**src/rtl/fb_access_arbiter_if.sv**
```systemverilog
// Signal bundle between the frame-buffer arbiter, its camera/PC/edge-pipeline clients and the memory.
// drop_cnt is present only when FB_ARB_DROP_CNT_EN is defined.
interface fb_access_arbiter_if #(
  parameter int ADDR_WIDTH = 16,
  parameter int DATA_WIDTH = 16
);
  logic                  src_sel;
  logic                  cam_we;
  logic [ADDR_WIDTH-1:0] cam_waddr;
  logic [DATA_WIDTH-1:0] cam_wdata;
  logic                  pc_we;
  logic [ADDR_WIDTH-1:0] pc_waddr;
  logic [DATA_WIDTH-1:0] pc_wdata;
  logic                  rd_req;
  logic [ADDR_WIDTH-1:0] rd_addr;
  logic                  rd_gnt;
  logic                  rd_valid;
  logic [DATA_WIDTH-1:0] rd_data;
  logic                  frame_release;
  logic                  fb_en;
  logic                  fb_we;
  logic [ADDR_WIDTH-1:0] fb_addr;
  logic [DATA_WIDTH-1:0] fb_wdata;
  logic [DATA_WIDTH-1:0] fb_rdata;
  logic                  frame_done;
  logic                  busy;
`ifdef FB_ARB_DROP_CNT_EN
  logic [15:0]           drop_cnt;
`endif

  modport slave (
`ifdef FB_ARB_DROP_CNT_EN
    output drop_cnt,
`endif
    input  src_sel, cam_we, cam_waddr, cam_wdata, pc_we, pc_waddr, pc_wdata,
    input  rd_req, rd_addr, frame_release, fb_rdata,
    output rd_gnt, rd_valid, rd_data, fb_en, fb_we, fb_addr, fb_wdata, frame_done, busy
  );

  modport master (
`ifdef FB_ARB_DROP_CNT_EN
    input  drop_cnt,
`endif
    output src_sel, cam_we, cam_waddr, cam_wdata, pc_we, pc_waddr, pc_wdata,
    output rd_req, rd_addr, frame_release, fb_rdata,
    input  rd_gnt, rd_valid, rd_data, fb_en, fb_we, fb_addr, fb_wdata, frame_done, busy
  );
endinterface

```
**src/rtl/fb_access_arbiter.sv**
```systemverilog
// Single-port frame-buffer arbiter: buffers camera or PC pixel writes, interleaves pipeline reads,
// and locks the frame once fully written. Define FB_ARB_DROP_CNT_EN to add the drop_cnt counter.
module fb_access_arbiter #(
  parameter int IMG_WIDTH  = 176,
  parameter int IMG_HEIGHT = 240,
  parameter int ADDR_WIDTH = $clog2(IMG_WIDTH * IMG_HEIGHT),
  parameter int DATA_WIDTH = 16
) (
  input logic                clk,
  input logic                reset,
  fb_access_arbiter_if.slave bus
);
  localparam int                   CNT_WIDTH    = ADDR_WIDTH + 1;
  localparam logic [CNT_WIDTH-1:0] FRAME_PIXELS = CNT_WIDTH'(IMG_WIDTH * IMG_HEIGHT);

  typedef enum logic [1:0] {IDLE, FILL, READY} state_e;

  typedef struct packed {
    logic [ADDR_WIDTH-1:0] addr;
    logic [DATA_WIDTH-1:0] data;
  } wr_entry_t;

  state_e               state_q, state_d;
  logic                 src_q, src_d;
  wr_entry_t [1:0]      buf_q, buf_d;
  logic [1:0]           fill_q, fill_d;
  logic [CNT_WIDTH-1:0] wcnt_q, wcnt_d;
  logic                 rd_valid_q;

  logic      sel_pc, cam_acc, pc_acc, wr_acc;
  logic      do_write, do_read, frame_done, rd_valid;
  wr_entry_t wr_new;

  // In IDLE the live src_sel picks the source so the very first strobe of a frame is honoured.
  always_comb begin
    sel_pc  = (state_q == IDLE) ? bus.src_sel : src_q;
    cam_acc = !reset && (state_q != READY) && !sel_pc && bus.cam_we;
    pc_acc  = !reset && (state_q != READY) &&  sel_pc && bus.pc_we;
    wr_acc  = cam_acc || pc_acc;
    if (pc_acc) begin
      wr_new.addr = bus.pc_waddr;
      wr_new.data = bus.pc_wdata;
    end else begin
      wr_new.addr = bus.cam_waddr;
      wr_new.data = bus.cam_wdata;
    end
    // A full buffer must drain now, otherwise the next accepted write would have nowhere to go.
    do_write = !reset && ((fill_q == 2'd2) || (!bus.rd_req && (fill_q != 2'd0)));
    do_read  = !reset && bus.rd_req && (fill_q != 2'd2);
  end

  // NOTE: every signal driven in a combinational block gets a default first, so no path infers a latch.
  always_comb begin
    buf_d  = buf_q;
    fill_d = fill_q;
    if (do_write) begin
      buf_d[0] = buf_q[1];
      fill_d   = fill_q - 2'd1;
    end
    if (wr_acc) begin
      buf_d[fill_d[0]] = wr_new;
      fill_d           = fill_d + 2'd1;
    end
  end

  always_comb begin
    state_d    = state_q;
    src_d      = src_q;
    wcnt_d     = wcnt_q + CNT_WIDTH'(do_write);
    frame_done = 1'b0;
    unique case (state_q)
      IDLE: begin
        src_d = bus.src_sel;
        if (wr_acc) state_d = FILL;
      end
      FILL: begin
        if ((wcnt_q >= FRAME_PIXELS) && (fill_q == 2'd0)) begin
          state_d    = READY;
          frame_done = 1'b1;
        end
      end
      READY: begin
        if (bus.frame_release) begin
          state_d = IDLE;
          wcnt_d  = '0;
        end
      end
      default: state_d = IDLE;
    endcase
  end

  // NOTE: state registers use non-blocking assignments so every flop samples pre-edge values.
  always_ff @(posedge clk) begin
    if (reset) begin
      state_q    <= IDLE;
      src_q      <= 1'b0;
      fill_q     <= 2'd0;
      wcnt_q     <= '0;
      rd_valid_q <= 1'b0;
    end else begin
      state_q    <= state_d;
      src_q      <= src_d;
      fill_q     <= fill_d;
      wcnt_q     <= wcnt_d;
      rd_valid_q <= do_read;
    end
  end

  // NOTE: the buffer payload is left unreset; fill_q alone says which entries are live.
  always_ff @(posedge clk) begin
    buf_q <= buf_d;
  end

  assign rd_valid       = rd_valid_q && !reset;
  assign bus.rd_gnt     = do_read;
  assign bus.rd_valid   = rd_valid;
  assign bus.rd_data    = rd_valid ? bus.fb_rdata : '0;
  assign bus.fb_en      = do_write || do_read;
  assign bus.fb_we      = do_write;
  assign bus.fb_addr    = do_write ? buf_q[0].addr : (do_read ? bus.rd_addr : '0);
  assign bus.fb_wdata   = do_write ? buf_q[0].data : '0;
  assign bus.frame_done = frame_done && !reset;
  assign bus.busy       = (state_q == FILL) && !reset;

`ifdef FB_ARB_DROP_CNT_EN
  logic [15:0] drop_q, drop_d;
  logic [16:0] drop_sum;

  always_comb begin
    drop_sum = {1'b0, drop_q} + 17'(bus.cam_we && !cam_acc) + 17'(bus.pc_we && !pc_acc);
    drop_d   = drop_sum[16] ? 16'hFFFF : drop_sum[15:0];
    if ((state_q == READY) && bus.frame_release) drop_d = '0;
  end

  always_ff @(posedge clk) begin
    if (reset) drop_q <= '0;
    else       drop_q <= drop_d;
  end

  assign bus.drop_cnt = drop_q;
`endif
endmodule
```
**src/flat_wrapper.sv**
```systemverilog
// flat-port wrapper written by rule: the top's interface ports become plain ports
module fb_access_arbiter_flat 
#(
  parameter int IMG_WIDTH  = 176,
  parameter int IMG_HEIGHT = 240,
  parameter int ADDR_WIDTH = $clog2(IMG_WIDTH * IMG_HEIGHT),
  parameter int DATA_WIDTH = 16
)
  (clk, reset, bus_src_sel, bus_cam_we, bus_cam_waddr, bus_cam_wdata, bus_pc_we, bus_pc_waddr, bus_pc_wdata, bus_rd_req, bus_rd_addr, bus_frame_release, bus_fb_rdata, bus_rd_gnt, bus_rd_valid, bus_rd_data, bus_fb_en, bus_fb_we, bus_fb_addr, bus_fb_wdata, bus_frame_done, bus_busy);
  fb_access_arbiter_if #(.ADDR_WIDTH(ADDR_WIDTH), .DATA_WIDTH(DATA_WIDTH)) bus_i ();
  input logic clk;
  input logic reset;
  input wire logic [$bits(bus_i.src_sel)-1:0] bus_src_sel;
  input wire logic [$bits(bus_i.cam_we)-1:0] bus_cam_we;
  input wire logic [$bits(bus_i.cam_waddr)-1:0] bus_cam_waddr;
  input wire logic [$bits(bus_i.cam_wdata)-1:0] bus_cam_wdata;
  input wire logic [$bits(bus_i.pc_we)-1:0] bus_pc_we;
  input wire logic [$bits(bus_i.pc_waddr)-1:0] bus_pc_waddr;
  input wire logic [$bits(bus_i.pc_wdata)-1:0] bus_pc_wdata;
  input wire logic [$bits(bus_i.rd_req)-1:0] bus_rd_req;
  input wire logic [$bits(bus_i.rd_addr)-1:0] bus_rd_addr;
  input wire logic [$bits(bus_i.frame_release)-1:0] bus_frame_release;
  input wire logic [$bits(bus_i.fb_rdata)-1:0] bus_fb_rdata;
  output wire logic [$bits(bus_i.rd_gnt)-1:0] bus_rd_gnt;
  output wire logic [$bits(bus_i.rd_valid)-1:0] bus_rd_valid;
  output wire logic [$bits(bus_i.rd_data)-1:0] bus_rd_data;
  output wire logic [$bits(bus_i.fb_en)-1:0] bus_fb_en;
  output wire logic [$bits(bus_i.fb_we)-1:0] bus_fb_we;
  output wire logic [$bits(bus_i.fb_addr)-1:0] bus_fb_addr;
  output wire logic [$bits(bus_i.fb_wdata)-1:0] bus_fb_wdata;
  output wire logic [$bits(bus_i.frame_done)-1:0] bus_frame_done;
  output wire logic [$bits(bus_i.busy)-1:0] bus_busy;
  assign bus_i.src_sel = bus_src_sel;
  assign bus_i.cam_we = bus_cam_we;
  assign bus_i.cam_waddr = bus_cam_waddr;
  assign bus_i.cam_wdata = bus_cam_wdata;
  assign bus_i.pc_we = bus_pc_we;
  assign bus_i.pc_waddr = bus_pc_waddr;
  assign bus_i.pc_wdata = bus_pc_wdata;
  assign bus_i.rd_req = bus_rd_req;
  assign bus_i.rd_addr = bus_rd_addr;
  assign bus_i.frame_release = bus_frame_release;
  assign bus_i.fb_rdata = bus_fb_rdata;
  assign bus_rd_gnt = bus_i.rd_gnt;
  assign bus_rd_valid = bus_i.rd_valid;
  assign bus_rd_data = bus_i.rd_data;
  assign bus_fb_en = bus_i.fb_en;
  assign bus_fb_we = bus_i.fb_we;
  assign bus_fb_addr = bus_i.fb_addr;
  assign bus_fb_wdata = bus_i.fb_wdata;
  assign bus_frame_done = bus_i.frame_done;
  assign bus_busy = bus_i.busy;
  fb_access_arbiter #(.IMG_WIDTH(IMG_WIDTH), .IMG_HEIGHT(IMG_HEIGHT), .ADDR_WIDTH(ADDR_WIDTH), .DATA_WIDTH(DATA_WIDTH)) u_core (.clk(clk), .reset(reset), .bus(bus_i));
endmodule
```
**config.mk**
```make
export PLATFORM = sky130hd
export DESIGN_NAME = fb_access_arbiter_flat
export DESIGN_NICKNAME = d
export VERILOG_FILES = /design/src/rtl/fb_access_arbiter_if.sv /design/src/rtl/fb_access_arbiter.sv /design/src/flat_wrapper.sv
export SDC_FILE = /design/constraint.sdc
export NUM_CORES = 1
export LEC_CHECK = 0
export CORE_MARGIN = 10
export CORE_UTILIZATION = 50
export DETAILED_ROUTE_END_ITERATION = 8
export GPL_TIMING_DRIVEN = 0
export PLACE_DENSITY = 0.95
export RECOVER_POWER = 100
export SLEW_MARGIN = 20
export SYNTH_ARGS = -nofsm -noshare
export SYNTH_HDL_FRONTEND = slang
export SYNTH_SLANG_ARGS = --single-unit
```
**constraint.sdc**
```tcl
create_clock -name clk -period 5.83 [get_ports clk]
set_input_delay 1.166 -clock clk [delete_from_list [all_inputs] [get_ports clk]]
set_output_delay 1.166 -clock clk [all_outputs]
set_load 0.03 [all_outputs]
```
==> flow_summary_export.csv <==
group,metric,value,unit
power_and_ir_drop,power_leakage,2.48,nW
final_layout,final_cell_mix,"clkdlybuf4s50_1, mux2_1, dlygate4sd3_1, dfxtp_1, nand2_1",
detailed_routing,drcViolationCount,0,
cts,clk_path_buf_depth,2,
final_layout,mostFrequentLayoutCell,"clkdlybuf4s50_1",
worst_setup_path,critPathLaunchType,"primary input",
worst_setup_path,critPathMaxStageDelay,0.78,ns
cts,path_clk_slew,0.08,ns
timing,setup_viol,0,
cts,cts_resized,0,
detailed_routing,vias,3666,
placement,dpl_worst_slack,0.720,ns
final_layout,area_growth,36.7,%
worst_setup_path,endpoint_kind,"primary output",
timing,fin_tns_setup,0,ns
timing,max_freq,186,MHz
global_route,grt_start_max_net_pins,21,
global_route,met1_usage,19.5,%
global_route,grt_use_total,18.9,%
floorplan,rows,35,
floorplan,die_h,117,um
floorplan,core-area,9150,um2
timing,slew_headroom,22.2,%
cts,cts_tree,"built",
detailed_routing,dr.pass1.iters,6,
cts,hold_buffers,0,
timing,final.setup_skew,0.00995,ns
synthesis,synth_warnings,0,
timing,drv_slew,0,
detailed_routing,via_per_inst,5.35,
global_route,grt.busiest_layer,"met2",
timing,finalWorstPathRequiredPeriod,5.38,ns
timing,final.setup.worst_slack,0.448,ns
cts,cts.sinks,87,
worst_setup_path,arrival,4.22,ns
synthesis,synthCells,401,
power_and_ir_drop,p_per_area,260,nW/um2
worst_setup_path,worstSetupPathType,"primary input to primary output",
global_route,met3_usage,6.78,%
job,drv_cap,0,
detailed_routing,postRouteAntennaNets,0,
worst_setup_path,cp_slowest_cell,"dlygate4sd3_1",
global_route,use_met2,34.1,%
synthesis,syn-num-nets,509,
floorplan,die_w,117,um
synthesis,ys_seq_elements,87,
floorplan,io_pins,157,
placement,portBuffers,156,
outcome,outcome,"finished clean",
cts,h-tree-depth,3,
global_route,grt_overflow,0,
detailed_routing,routed_wirelength,12800,um
worst_setup_path,worst-path-max-fanout,10,
synthesis,yosysTopAreaCell,"dfxtp_1",
synthesis,synth_edf_count,32,
power_and_ir_drop,ir_worst_vdd,0.151,mV
detailed_routing,drt_iter0_drc,189,
global_route,first_global_vias,4026,
timing,worstMarginPinSlew,1.17,ns
cts,post_cts.repair.setup_buffers,0,
timing,fin_crit_sh,92.3,%
detailed_routing,routed_wire_length_per_instance,18.6,um
floorplan,die-area,13600,um2
synthesis,yosysTopAreaCellShare,23.6,%
synthesis,syn_area,4670,um2
synthesis,synthArstFlopShare,0,%
cts,cts_root_buf,"clkbuf_8",
synthesis,postSynthAreaPerCell,11.6,um2
worst_setup_path,cp_data_required_time,4.66,ns
final_layout,num-nets-final,677,
cts,cts_buffers,9,
synthesis,netlist_top_cells_area,"dfxtp_1, edfxtp_1, mux2_2, mux2_4, and2_1",
synthesis,yosysSeqAreaShare,44.2,%
synthesis,ys.flop_type,"dfxtp_1",
placement,place_hpwl,9840,um
final_layout,drive_gt1_share,12.9,%
final_layout,num_antenna_cells,0,
hold_path,hold_path_class,"flip-flop to flip-flop",
global_route,grt_pass1_wl,20300,um
placement,place_congestion,0.768,
synthesis,synth_cell_types,48,
timing,rsz0062_at_grt,"false",
floorplan,start_util,51.0,%
timing,hold_violations,0,
worst_setup_path,crit_chain,"dlygate4sd3_1 > clkbuf_1 > nor3b_2 > clkbuf_1 > nand2_1 > o21ai_0 > dlygate4sd3_1",
cts,clk_latency,0.36,ns
global_route,antenna_found_initial,0,
[report_power, final]
part | switching [mW] | total, mW | internal, mW
clock network | 0.215 | 0.425 | 0.210
registers | 0.0480 | 0.780 | 0.732
logic | 0.193 | 0.455 | 0.262
[kinds of logic (layout without fill, tap and decap cells)]
kind of cell	after synthesis	after routing	share of synthesized area [%]
muxes	101	101	27.7
xor gates and xnor gates	12	12	2.25
and+or+nand+nor	132	132	15.0
AOI/OAI and AO/OA	34	34	4.75
adders and majority gates	5	5	1.34
buffers and inverters	30	203	4.80
DFF	87	87	44.2
[cell type report]
class	count	area (um2)
well taps	111	139
plain buffers	24	168
repair buffers	157	1570
flip-flops and latches	87	2060
fillers	658	2780
clock buffers	11	141
clock inverters	5	56.3
multi-input cells	284	2220
inverters	6	22.5
[worst paths after layout]
check	startpoint	end	slack, ns	cells past startpoint
setup reg to reg	u_core.fill_q[0]	u_core.wcnt_q[14]	2.56	9
hold reg to reg	u_core.wcnt_q[16]	u_core.wcnt_q[16]	0.54	2
setup / recovery	reset	bus_fb_addr[12]	0.45	7
hold / removal	u_core.wcnt_q[16]	u_core.wcnt_q[16]	0.54	2
[critical path: cells and delay by family]
| kind | cells | cell delay, ns |
|---|---|---|
| and+or+nand+nor | 2 | 0.85 |
| AOI/OAI and AO/OA | 1 | 0.18 |
| buffers and inverters | 4 | 2.02 |
[cell usage after synthesis, drive strengths merged, types with 2 or more instances]
library cell  count
o21ai            22
edfxtp           32
a21oi             4
mux2             98
and2             33
nor2b             3
inv               6
nor2             16
ha                5
nand2            42
mux2i             3
or2               4
nand4             4
clkbuf           12
nand2b            2
xnor2             4
nor4              4
xor2              8
nand3             8
or3               4
buf              12
nor3b             4
dfxtp            55
[metrics by stage]
step                utilization (%)  power [mW]  instance area, um2  hold WS, ns  instances
floorplan                         -        1.15                4670        0.470        401
global placement               69.6        1.30                6370        0.483        668
detailed placement             69.9        1.33                6400        0.509        669
CTS                            72.0        1.75                6590        0.521        685
global route                   69.7        1.74                6380        0.557        685
finish                         69.7        1.66                6380        0.536        685
[routing by layer]
metal / vias to the layer above / share of wire [%]
li1: 1742 / -
met1: 1765 / 36
met2: 132 / 54
met3: 27 / 7.3
met4: 0 / 2.5
met5: - / 0
[registers in the layout, indices dropped and copies added (netlist names)]
signal / count
u_core.buf_q: 64
u_core.fill_q: 2
u_core.rd_valid_q: 1
u_core.src_q: 1
u_core.state_q: 2
u_core.wcnt_q: 17
No activity file was read; power rests on OpenSTA's default activity.
